File: config.mk
export PLATFORM = sky130hd
export DESIGN_NAME = lenet_fc2_layer_flat
export DESIGN_NICKNAME = d
export VERILOG_FILES = /design/src/rtl/lenet_fc2_layer_if.sv /design/src/rtl/lenet_fc2_layer.sv /design/src/flat_wrapper.sv
export SDC_FILE = /design/constraint.sdc
export NUM_CORES = 1
export LEC_CHECK = 0
export ABC_CLOCK_PERIOD_IN_PS = 12500
export CAP_MARGIN = 20
export CORE_MARGIN = 2
export CORE_UTILIZATION = 35
export CTS_CLUSTER_DIAMETER = 150
export DETAILED_ROUTE_END_ITERATION = 16
export GPL_TIMING_DRIVEN = 0
export SLEW_MARGIN = 20
export SYNTH_ARGS = -nofsm -noshare
export SYNTH_HDL_FRONTEND = slang
export SYNTH_SLANG_ARGS = --single-unit
export TNS_END_PERCENT = 100
File: constraint.sdc
create_clock -name clk -period 12.5 [get_ports clk]
set_input_delay 2.5 -clock clk [delete_from_list [all_inputs] [get_ports clk]]
set_output_delay 2.5 -clock clk [all_outputs]
set_load 0.03 [all_outputs]
File: src/rtl/lenet_fc2_layer_if.sv
// ============================================================================
// Module      : lenet_fc2_layer_if
// Description : Control, memory-read and buffer-C write bundle of the FC2 layer.
// Revision    : 1.0  initial release
// ============================================================================
`default_nettype none

interface lenet_fc2_layer_if #(
    parameter int W_AW = 14
);
    logic            start;
    logic            busy;
    logic            done;
    logic [6:0]      in_addr;
    logic [7:0]      in_data;
    logic [W_AW-1:0] w_addr;
    logic [7:0]      w_data;
    logic [6:0]      b_addr;
    logic [31:0]     b_data;
    logic            out_we;
    logic [6:0]      out_addr;
    logic [7:0]      out_data;

    modport master (
        input  start, in_data, w_data, b_data,
        output busy, done, in_addr, w_addr, b_addr, out_we, out_addr, out_data
    );

    modport slave (
        output start, in_data, w_data, b_data,
        input  busy, done, in_addr, w_addr, b_addr, out_we, out_addr, out_data
    );
endinterface

`default_nettype wire

File: src/rtl/lenet_fc2_layer.sv
// ============================================================================
// Module      : lenet_fc2_layer
// Description : LeNet-5 FC2 (120->84) MAC layer with ReLU and int8 requantisation.
// Revision    : 1.0  initial release
// ============================================================================
`default_nettype none

module lenet_fc2_layer #(
    parameter int IN_LEN  = 120,
    parameter int OUT_LEN = 84,
    parameter int SHIFT   = 8,
    parameter int W_AW    = 14
) (
    input  wire logic               clk,
    input  wire logic               rst,
    lenet_fc2_layer_if.master       bus
);

    typedef enum logic [2:0] {
        S_IDLE      = 3'd0,
        S_BIAS_ADDR = 3'd1,
        S_BIAS_CAP  = 3'd2,
        S_MAC       = 3'd3,
        S_WRITE     = 3'd4,
        S_FINISH    = 3'd5
    } state_t;

    localparam logic [6:0]      c_IN_LAST  = 7'(IN_LEN - 1);
    localparam logic [6:0]      c_N_LAST   = 7'(OUT_LEN - 1);
    localparam logic [W_AW-1:0] c_IN_LEN_W = W_AW'(IN_LEN);

    state_t                 r_state;
    state_t                 w_state_next;
    logic [6:0]             r_n;
    logic [6:0]             r_k;
    logic [W_AW-1:0]        r_base;
    logic [6:0]             r_in_addr;
    logic [W_AW-1:0]        r_w_addr;
    logic signed [31:0]     r_acc;
    logic [6:0]             r_out_addr;
    logic [7:0]             r_out_data;

    logic signed [15:0]     w_in_ext;
    logic signed [15:0]     w_wt_ext;
    logic signed [15:0]     w_prod;
    logic signed [31:0]     w_prod32;
    logic signed [31:0]     w_acc_sum;
    logic signed [31:0]     w_bias_sum;
    logic signed [31:0]     w_shifted;
    logic [7:0]             w_q;
    logic                   w_addr_adv;

    // int8 x int8 always fits in 16 bits, so the low half of a 16x16 product is exact
    assign w_in_ext   = {{8{bus.in_data[7]}}, bus.in_data};
    assign w_wt_ext   = {{8{bus.w_data[7]}}, bus.w_data};
    assign w_prod     = w_in_ext * w_wt_ext;
    assign w_prod32   = {{16{w_prod[15]}}, w_prod};
    assign w_acc_sum  = r_acc + w_prod32;
    assign w_bias_sum = $signed(bus.b_data) + w_prod32;
    assign w_shifted  = w_acc_sum >>> SHIFT;
    assign w_addr_adv = (r_in_addr != c_IN_LAST);

    always_comb begin
        w_q = 8'd0;
        if (w_shifted[31]) begin
            w_q = 8'd0;
        end else if (w_shifted > 32'sd127) begin
            w_q = 8'd127;
        end else begin
            w_q = w_shifted[7:0];
        end
    end

    always_comb begin
        w_state_next = r_state;
        bus.busy     = (r_state != S_IDLE);
        bus.done     = 1'b0;
        bus.out_we   = 1'b0;
        case (r_state)
            S_IDLE:      if (bus.start) w_state_next = S_BIAS_ADDR;
            S_BIAS_ADDR: w_state_next = S_BIAS_CAP;
            S_BIAS_CAP:  w_state_next = S_MAC;
            S_MAC:       if (r_k == c_IN_LAST) w_state_next = S_WRITE;
            S_WRITE: begin
                bus.out_we   = 1'b1;
                w_state_next = (r_n == c_N_LAST) ? S_FINISH : S_BIAS_ADDR;
            end
            S_FINISH: begin
                bus.done     = 1'b1;
                w_state_next = S_IDLE;
            end
            default:     w_state_next = S_IDLE;
        endcase
    end

    always_ff @(posedge clk) begin
        if (rst) begin
            r_state    <= S_IDLE;
            r_n        <= 7'd0;
            r_k        <= 7'd0;
            r_base     <= '0;
            r_in_addr  <= 7'd0;
            r_w_addr   <= '0;
            r_acc      <= 32'sd0;
            r_out_addr <= 7'd0;
            r_out_data <= 8'd0;
        end else begin
            r_state <= w_state_next;
            case (r_state)
                S_IDLE: begin
                    if (bus.start) begin
                        r_n       <= 7'd0;
                        r_base    <= '0;
                        r_in_addr <= 7'd0;
                        r_w_addr  <= '0;
                    end
                end
                S_BIAS_ADDR: begin
                    r_in_addr <= r_in_addr + 7'd1;
                    r_w_addr  <= r_w_addr + 1'b1;
                end
                S_BIAS_CAP: begin
                    r_acc <= w_bias_sum;
                    r_k   <= 7'd1;
                    if (w_addr_adv) begin
                        r_in_addr <= r_in_addr + 7'd1;
                        r_w_addr  <= r_w_addr + 1'b1;
                    end
                end
                S_MAC: begin
                    r_acc <= w_acc_sum;
                    if (w_addr_adv) begin
                        r_in_addr <= r_in_addr + 7'd1;
                        r_w_addr  <= r_w_addr + 1'b1;
                    end
                    // Result is registered here so out_data is stable for the whole WRITE cycle
                    if (r_k == c_IN_LAST) begin
                        r_out_addr <= r_n;
                        r_out_data <= w_q;
                    end else begin
                        r_k <= r_k + 7'd1;
                    end
                end
                S_WRITE: begin
                    if (r_n != c_N_LAST) begin
                        r_n       <= r_n + 7'd1;
                        r_base    <= r_base + c_IN_LEN_W;
                        r_in_addr <= 7'd0;
                        r_w_addr  <= r_base + c_IN_LEN_W;
                    end
                end
                default: ;
            endcase
        end
    end

    assign bus.in_addr  = r_in_addr;
    assign bus.w_addr   = r_w_addr;
    assign bus.b_addr   = r_n;
    assign bus.out_addr = r_out_addr;
    assign bus.out_data = r_out_data;

endmodule

`default_nettype wire

File: src/flat_wrapper.sv
// flat-port wrapper written by rule: the top's interface ports become plain ports
module lenet_fc2_layer_flat 
#(
    parameter int IN_LEN  = 120,
    parameter int OUT_LEN = 84,
    parameter int SHIFT   = 8,
    parameter int W_AW    = 14
)
  (clk, rst, bus_start, bus_in_data, bus_w_data, bus_b_data, bus_busy, bus_done, bus_in_addr, bus_w_addr, bus_b_addr, bus_out_we, bus_out_addr, bus_out_data);
  lenet_fc2_layer_if #(.W_AW(W_AW)) bus_i ();
  input  wire logic clk;
  input  wire logic rst;
  input wire logic [$bits(bus_i.start)-1:0] bus_start;
  input wire logic [$bits(bus_i.in_data)-1:0] bus_in_data;
  input wire logic [$bits(bus_i.w_data)-1:0] bus_w_data;
  input wire logic [$bits(bus_i.b_data)-1:0] bus_b_data;
  output wire logic [$bits(bus_i.busy)-1:0] bus_busy;
  output wire logic [$bits(bus_i.done)-1:0] bus_done;
  output wire logic [$bits(bus_i.in_addr)-1:0] bus_in_addr;
  output wire logic [$bits(bus_i.w_addr)-1:0] bus_w_addr;
  output wire logic [$bits(bus_i.b_addr)-1:0] bus_b_addr;
  output wire logic [$bits(bus_i.out_we)-1:0] bus_out_we;
  output wire logic [$bits(bus_i.out_addr)-1:0] bus_out_addr;
  output wire logic [$bits(bus_i.out_data)-1:0] bus_out_data;
  assign bus_i.start = bus_start;
  assign bus_i.in_data = bus_in_data;
  assign bus_i.w_data = bus_w_data;
  assign bus_i.b_data = bus_b_data;
  assign bus_busy = bus_i.busy;
  assign bus_done = bus_i.done;
  assign bus_in_addr = bus_i.in_addr;
  assign bus_w_addr = bus_i.w_addr;
  assign bus_b_addr = bus_i.b_addr;
  assign bus_out_we = bus_i.out_we;
  assign bus_out_addr = bus_i.out_addr;
  assign bus_out_data = bus_i.out_data;
  lenet_fc2_layer #(.IN_LEN(IN_LEN), .OUT_LEN(OUT_LEN), .SHIFT(SHIFT), .W_AW(W_AW)) u_core (.clk(clk), .rst(rst), .bus(bus_i));
endmodule
# Word-level counts from Yosys, hierarchy flattened
# Cells that the tools add are included.
[totals] ff_bits=99 latchBits=0 ramBits=0 mem_bits_ro=0 in_bits=51 output_inout_bits=46 elab_cells=65 n_memories=0
[op_classes] n_addsub=7 mul=1 div=0 order_cmp=1 n_eq_ne=14 n_shift=0 mux=22 bitwise=0 reduce_logical=11
[op_table] cell="adder 32 x 16 -> 32 bit" n=2
[op_table] cell="one-hot mux 32 bit (2 select lines)" n=1
[op_table] cell="one-hot mux 14 bit (4 select lines)" n=1
[op_table] cell="two-way mux 14 bit" n=3
[op_table] cell="two-way mux 7 bit" n=5
[op_table] cell="one-hot mux 14 bit (2 select lines)" n=1
[op_table] cell="one-hot mux 7 bit (2 select lines)" n=2
[op_table] cell="one-hot mux 7 bit (4 select lines)" n=1
[op_table] cell="greater-than comparator 24 x 8 -> 1 bit, second input constant" n=1
[op_table] cell="adder 7 x 1 -> 7 bit, second input constant" n=3
[op_table] cell="multiplier 8 x 8 -> 16 bit" n=1
[op_table] cell="two-way mux 8 bit" n=2
[op_table] cell="one-hot mux 3 bit (5 select lines)" n=1
[op_table] cell="adder 14 x 1 -> 14 bit, second input constant" n=1
[op_table] cell="adder 14 x 7 -> 14 bit, second input constant" n=1
[op_table] cell="== test 7 bit, second input constant" n=2
[op_table] cell="!= test 7 bit, second input constant" n=2
[op_table] cell="two-way mux 3 bit" n=3
[op_table] cell="== test 3 x 2 -> 1 bit, second input constant" n=2
[op_table] cell="== test 3 bit, second input constant" n=2
[op_table] cell="!= test 2 x 1 -> 1 bit, second input constant" n=3
[op_table] cell="AND reduction 2 bit" n=3
[op_table] cell="!= test 2 bit, second input constant" n=2
[op_table] cell="AND reduction 4 bit" n=1
[op_table] cell="8 further kinds" n=10

# Longest topological paths before layout
[logic_depth] depth_word=5 mapped_depth=31 depth_no_buf=31

# Least setup slack after synthesis
# No wires, ideal clock.
[synth_timing] path_kind="input -> register" startpoint="input port bus_w_data[0]" endpoint="register u_core.r_out_data[0] (netlist: u_core.bus.out_data[0])" setup_ns=0.119 arrival_time_ns=9.861 slack_ns=2.520 path_stages=29 path_buffers=1 path_cell_list="and2_1 ha_1 inv_1 fa_1 inv_1 fa_1 inv_1 fa_1 inv_1 ha_1 nor3_1 nor2_1 a31oi_1 nor2b_1 o21a_1 o41ai_2 xnor2_1 ha_1 buf_6 a21oi_1 o21ai_1 o211a_1 and3_1 a21boi_0 xor2_1 nand4_1 nor4_2 nand4b_2 o221a_1"
[synth_via] elab_chain_cells=5
[synth_rtl] item="start, declared" line="flat_wrapper.sv:15" text="input wire logic [$bits(bus_i.w_data)-1:0] bus_w_data;"
[synth_rtl] item="multiplier 8 x 8 -> 16 bit *" line="lenet_fc2_layer.sv:56" text="assign w_prod = w_in_ext * w_wt_ext;"
[synth_rtl] item="adder 32 x 16 -> 32 bit *" line="lenet_fc2_layer.sv:58" text="assign w_acc_sum = r_acc + w_prod32;"
[synth_rtl] item="greater-than comparator 24 x 8 -> 1 bit" line="lenet_fc2_layer.sv:67" text="end else if (w_shifted > 32'sd127) begin"
[synth_rtl] item="two-way mux 8 bit" line="lenet_fc2_layer.sv:67"
[synth_rtl] item="two-way mux 8 bit *" line="lenet_fc2_layer.sv:65" text="if (w_shifted[31]) begin"
[synth_rtl] item="end signal, assigned" line="lenet_fc2_layer.sv:139" text="r_out_data <= w_q;"
[synth_rtl] item="end, declared" line="lenet_fc2_layer.sv:41" text="logic [7:0] r_out_data;"
# Every way passes the cells marked *; elsewhere a longest branch is shown, timed or not.
# A chain may end at the register's enable or synchronous reset.

# Final worst setup path
[layout_timing] startpoint="input port bus_w_data[2]" endpoint="register u_core.r_out_data[6] (netlist: u_core.bus.out_data[6])"
# Same word-level chain as after synthesis.

==> flow_summary.toml <==
[grt]
grt_pass1_wl_um = 48180
grt_pass1_vias = 9136
grt_start_max_net_pins = 16
overflow = 0
antenna_found_initial = 0
grt_usage_pct = 19.59

[yosys]
synth_most_common_cell = "nor2_1"
yosysUniqueCellTypes = 78
syn-num-nets = 1486
synth-xor-area-share_pct = 7.410
ys_ff_latch = 96
async_reset_ff_share_pct = 0
ys_warn_count = 0
synth-simple-area-share_pct = 21.39
netlist.top_cell.by_area = "dfxtp_1"
ys.flop_type = "dfxtp_1"
synth_top_family_by_area = "adder cells"
synth-adder-area-share_pct = 23.53
synth_edf_count = 0
ys_top_cells_by_area = "dfxtp_1 19%, ha_1 12%, fa_1 11%"
synth_top_cell_area_share_pct = 19.00
synth_cells = 1279
syn_area_mm2 = 0.01011
synth-compound-area-share_pct = 22.58
yosysSeqAreaShare_pct = 19.00
synthTopCellsByCount = "129 x nor2_1, 122 x nand2_1, 115 x a21oi_1"
postSynthAreaPerCell_um2 = 7.908
synth_mux_area_share_pct = 0.9154

[setup_path]
max_stage_delay_ns = 0.67
cpMostUsedCell = "fa_1"
startpoint_type = "primary input"
worstPathRequired_ns = 12.74
criticalPathCategory = "primary input to flip-flop"
cpMaxStageDelayCell = "clkdlybuf4s50_1"
critPathMaxFanout = 13
worst_ep_arrival_time_ns = 10.63
regToRegSetupSlack_ns = 9.05
cp-end-kind = "flip-flop"

[drt]
drt_first_pass_iters = 6
vias = 9500
antenna_left = 0
first_iter_violations = 711
routedWlPerCell_um = 16.68
drt-met1-wl_um = 14120
drt_wl_total_um = 29640
wl_met3_um = 1395
drc = 0
highest_layer = "met4"
routed-wl-met2_um = 13740
post_drt_via_cell_ratio = 5.346

[floorplan]
die_y_um = 174.0
rows = 62
core-area_mm2 = 0.02855
die_w_um = 174.0
dieArea_mm2 = 0.03027
io_pins = 97
initial_core_util_pct = 35.43

[clock_network]
cts_max_level = 3
clk_latency_ns = 0.36
cts_tree = "built"
hold_buffers = 0
clock_path_buffers = 2
cts_resized = 0
clk_pin_slew_ns = 0.07
cts_setup_buffers = 0
cts_made_buffers = 9
clock-sinks = 96
ctsRootBufferMaster = "clkbuf_16"

[finish]
finalNetCount = 1595
diodes = 0
drive_gt1_share_pct = 3.661
syn_to_final_growth_pct = 17.45

[run_status]
outcome = "complete, no violations"

[sta]
fin_crit_sh_pct = 83.10
timing.hold.ws_ns = 0.4599
period_needed_ns = 10.39
setup_viol = 0
worst_pin_slew_ns = 0.7900
drv_slew = 0
slew_headroom_pct = 47.34
fmax_ghz = 0.09627
grt_setup_unrepaired = "false"
hold_viol_final = 0
finalClockSkew_ns = 0.008591

[placement]
hpwl_um = 23740
port_buffers = 95
finalWeightedCongestion = 0.9237

[job]
maxCapViolations = 0

[worst_hold_path]
hp-class = "flip-flop to flip-flop"
-- state kept, by name, summed over array words and instances, names as in the netlist --
register / count
u_core.bus.b_addr: 7
u_core.bus.in_addr: 7
u_core.bus.out_addr: 7
u_core.bus.out_data: 8
u_core.bus.w_addr: 14
u_core.r_acc: 32
u_core.r_base: 11
u_core.r_k: 7
u_core.r_state: 3
-- path summary, 6_finish.rpt --
check	start	endpoint	cells after the start
max	bus_w_data[2]	u_core.bus.out_data[6]	32
min	u_core.bus.out_addr[4]	u_core.bus.out_addr[4]	2
max reg2reg	u_core.r_acc[0]	u_core.bus.out_data[6]	12
min reg2reg	u_core.bus.out_addr[4]	u_core.bus.out_addr[4]	2
-- cells in the final DEF (no fill, tap or decap), types with 15 or more instances in the layout --
cell type	n
a31oi_1	17
nand3_1	18
clkbuf_1	40
nand2_1	122
nand4_1	18
a21o_1	21
nor3_1	38
nor2_1	129
xnor2_1	47
and2_1	46
xor2_1	35
dfxtp_1	96
o211ai_1	15
inv_1	89
clkdlybuf4s50_1	95
a21oi_1	115
a211oi_1	32
ha_1	99
fa_1	57
o21ai_0	62
-- per-layer routing --
layer  vias to the layer above  track usage, %
li1                       4735               -
met1                      4492           27.49
met2                       248           32.57
met3                        25           2.712
met4                         0           3.081
met5                         -               0
-- worst max-delay path: cells and delay by family --
kind	cells	cell delay [ns]
adder cells (fa/ha/maj)	6	2.60
AO/OA/AOI/OAI	9	2.19
buffers and inverters	8	1.50
AND/OR/NAND/NOR	7	1.50
XOR/XNOR	2	0.33
-- final cells by class --
class                   instances  area, µm²
repair buffers                 98      988.4
flip-flops and latches         96       1922
clock inverters                 4      52.55
inverters                      90      337.8
fillers                      3018      16670
plain buffers                  46      186.4
clock buffers                  12      236.5
multi-input cells            1047       7676
well taps                     384      480.5
-- per-stage QoR --
| stage | std cells | cell area, µm² | TNS (ns) | util, % | setup slack [ns] |
|---|---|---|---|---|---|
| after floorplan | 1279 | 10110 | 0 | - | 2.520 |
| after global placement | 1758 | 11550 | -0.9839 | 40.45 | -0.1418 |
| after detailed placement | 1761 | 11590 | 0 | 40.60 | 1.848 |
| after CTS | 1777 | 11880 | 0 | 41.62 | 2.176 |
| after global routing | 1777 | 11880 | 0 | 41.62 | 1.694 |
| final | 1777 | 11880 | 0 | 41.62 | 2.112 |
-- cell families (layout without fill, tap and decap cells) --
group | count (synthesis) | count (layout)
compound gates | 352 | 352
xor+xnor | 84 | 84
fa+ha+maj | 156 | 156
buf+inv | 136 | 250
flops | 96 | 96
mux | 9 | 9
simple gates | 446 | 446
Power is left out: the tool's default activity adds up to more than one toggle a clock period on the data nets, which glitch-free logic cannot reach.
==> variant, RTL diff (same settings) <==
Re-encode `state_t` (6 states) as one-hot, 6 bits wide.
--- a/src/rtl/lenet_fc2_layer.sv
+++ b/src/rtl/lenet_fc2_layer.sv
@@ -17,11 +17,11 @@
 );
 
-    typedef enum logic [2:0] {
-        S_IDLE      = 3'd0,
-        S_BIAS_ADDR = 3'd1,
-        S_BIAS_CAP  = 3'd2,
-        S_MAC       = 3'd3,
-        S_WRITE     = 3'd4,
-        S_FINISH    = 3'd5
+    typedef enum logic [5:0] {
+        S_IDLE      = 6'b000001,
+        S_BIAS_ADDR = 6'b000010,
+        S_BIAS_CAP  = 6'b000100,
+        S_MAC       = 6'b001000,
+        S_WRITE     = 6'b010000,
+        S_FINISH    = 6'b100000
     } state_t;
 
Function: no difference found for any inputs over 10 cycles, from zero or initial values and one cycle with rst high; not proved beyond that.
==> variant against the unedited design <==
Via count grew 1.9%. Sequential cell count up 3. Worst setup slack improved by 0.053 ns. Wire length grew 3.1%. Cell area increased by 2.4%. Area after synthesis increased by 2.5%. Final cell count grew 0.51%. Utilization down 0.23 points.
Power is not shown: default switching activity piles up to over one toggle a cycle in this logic, so the estimate is an artifact.
==> variant: results (changes against the unedited design) <==
- End of the worst register-to-register path: u_core.bus.out_data[5]$_SDFFE_PP0P_ (was u_core.bus.out_data[6]$_SDFFE_PP0P_)
- Min-delay src: u_core.bus.out_data[2]$_SDFFE_PP0P_ (was u_core.bus.out_addr[4]$_SDFFE_PP0P_)
- DR vias/cell: 5.42 (was 5.35)
- GR Layer Usage met1: 0.269 (was 0.275)
- Vias in the first global route: 9250 (was 9136)
- Gr usage total: 0.198 (was 0.196)
- Hold EP: u_core.bus.out_data[2]$_SDFFE_PP0P_ (was u_core.bus.out_addr[4]$_SDFFE_PP0P_)
- First-pass iteration count of the detailed router: 5 (was 6)
- Setup WS pre-CTS: 1.83 ns (was 1.85 ns)
- Critical Path AT: 10.55 ns (was 10.63 ns)
- Number of library cell types mapped by synthesis: 89 (was 78)
- Post-DP HPWL: 24600 um (was 23700 um)
- RD Place Congestion: 0.904 (was 0.924)
- Largest net degree at the start of global routing: 20 (was 16)
- CP Launch Point: bus_w_data[3] (was bus_w_data[2])
- M1 WL: 14100 um (about the same)
- Max Freq: 0.0968 GHz (was 0.0963 GHz)
- Status: finished, final reports clean (unchanged)
- Clock skew: 0.00895 ns (was 0.00859 ns)
- DR WL/cell: 17.1 um (was 16.7 um)
- Met2 usage: 0.322 (was 0.326)
- Starting DRT DRC Count: 510 (was 711)
- Synth top cells by count: nor2_1, nand2_1, dfxtp_1, ha_1 (was nor2_1, nand2_1, a21oi_1)
- Nets@finish: 1598 (was 1595)
- Synthesized area per cell: 8.09 um^2 (was 7.91 um^2)
- Syn nets: 1489 (was 1486)
- Slowest CP cell: nor4_4 (was clkdlybuf4s50_1)
[variant: cell type report]
class	instances	area (um^2)
well taps	390	488
inverters	90	338
clock inverters	7	93.8
repair buffers	98	983
fillers	2951	17200
flip-flops and latches	99	1980
clock buffers	9	225
multi-input cells	1060	7930
plain buffers	33	130
[variant: through the flow]
| stage | hold WS [ns] | TNS, ns |
|---|---|---|
| floorplan | 0.448 | 0 |
| finish | 0.472 | 0 |
| global placement | 0.444 | -2.43 |
| CTS | 0.474 | 0 |
| global route | 0.493 | 0 |
| detailed placement | 0.449 | 0 |
[variant: cells by family (layout without fill, tap and decap cells)]
kind of cell	Yosys count	in the layout	synth area share
adders and majority gates	156	156	0.229
xor gates and xnor gates	82	82	0.0692
and+or+nand+nor	480	480	0.230
muxes	14	14	0.0141
DFF	99	99	0.191
AOI/OAI and AO/OA	328	328	0.221
buffers and inverters	123	237	0.0451
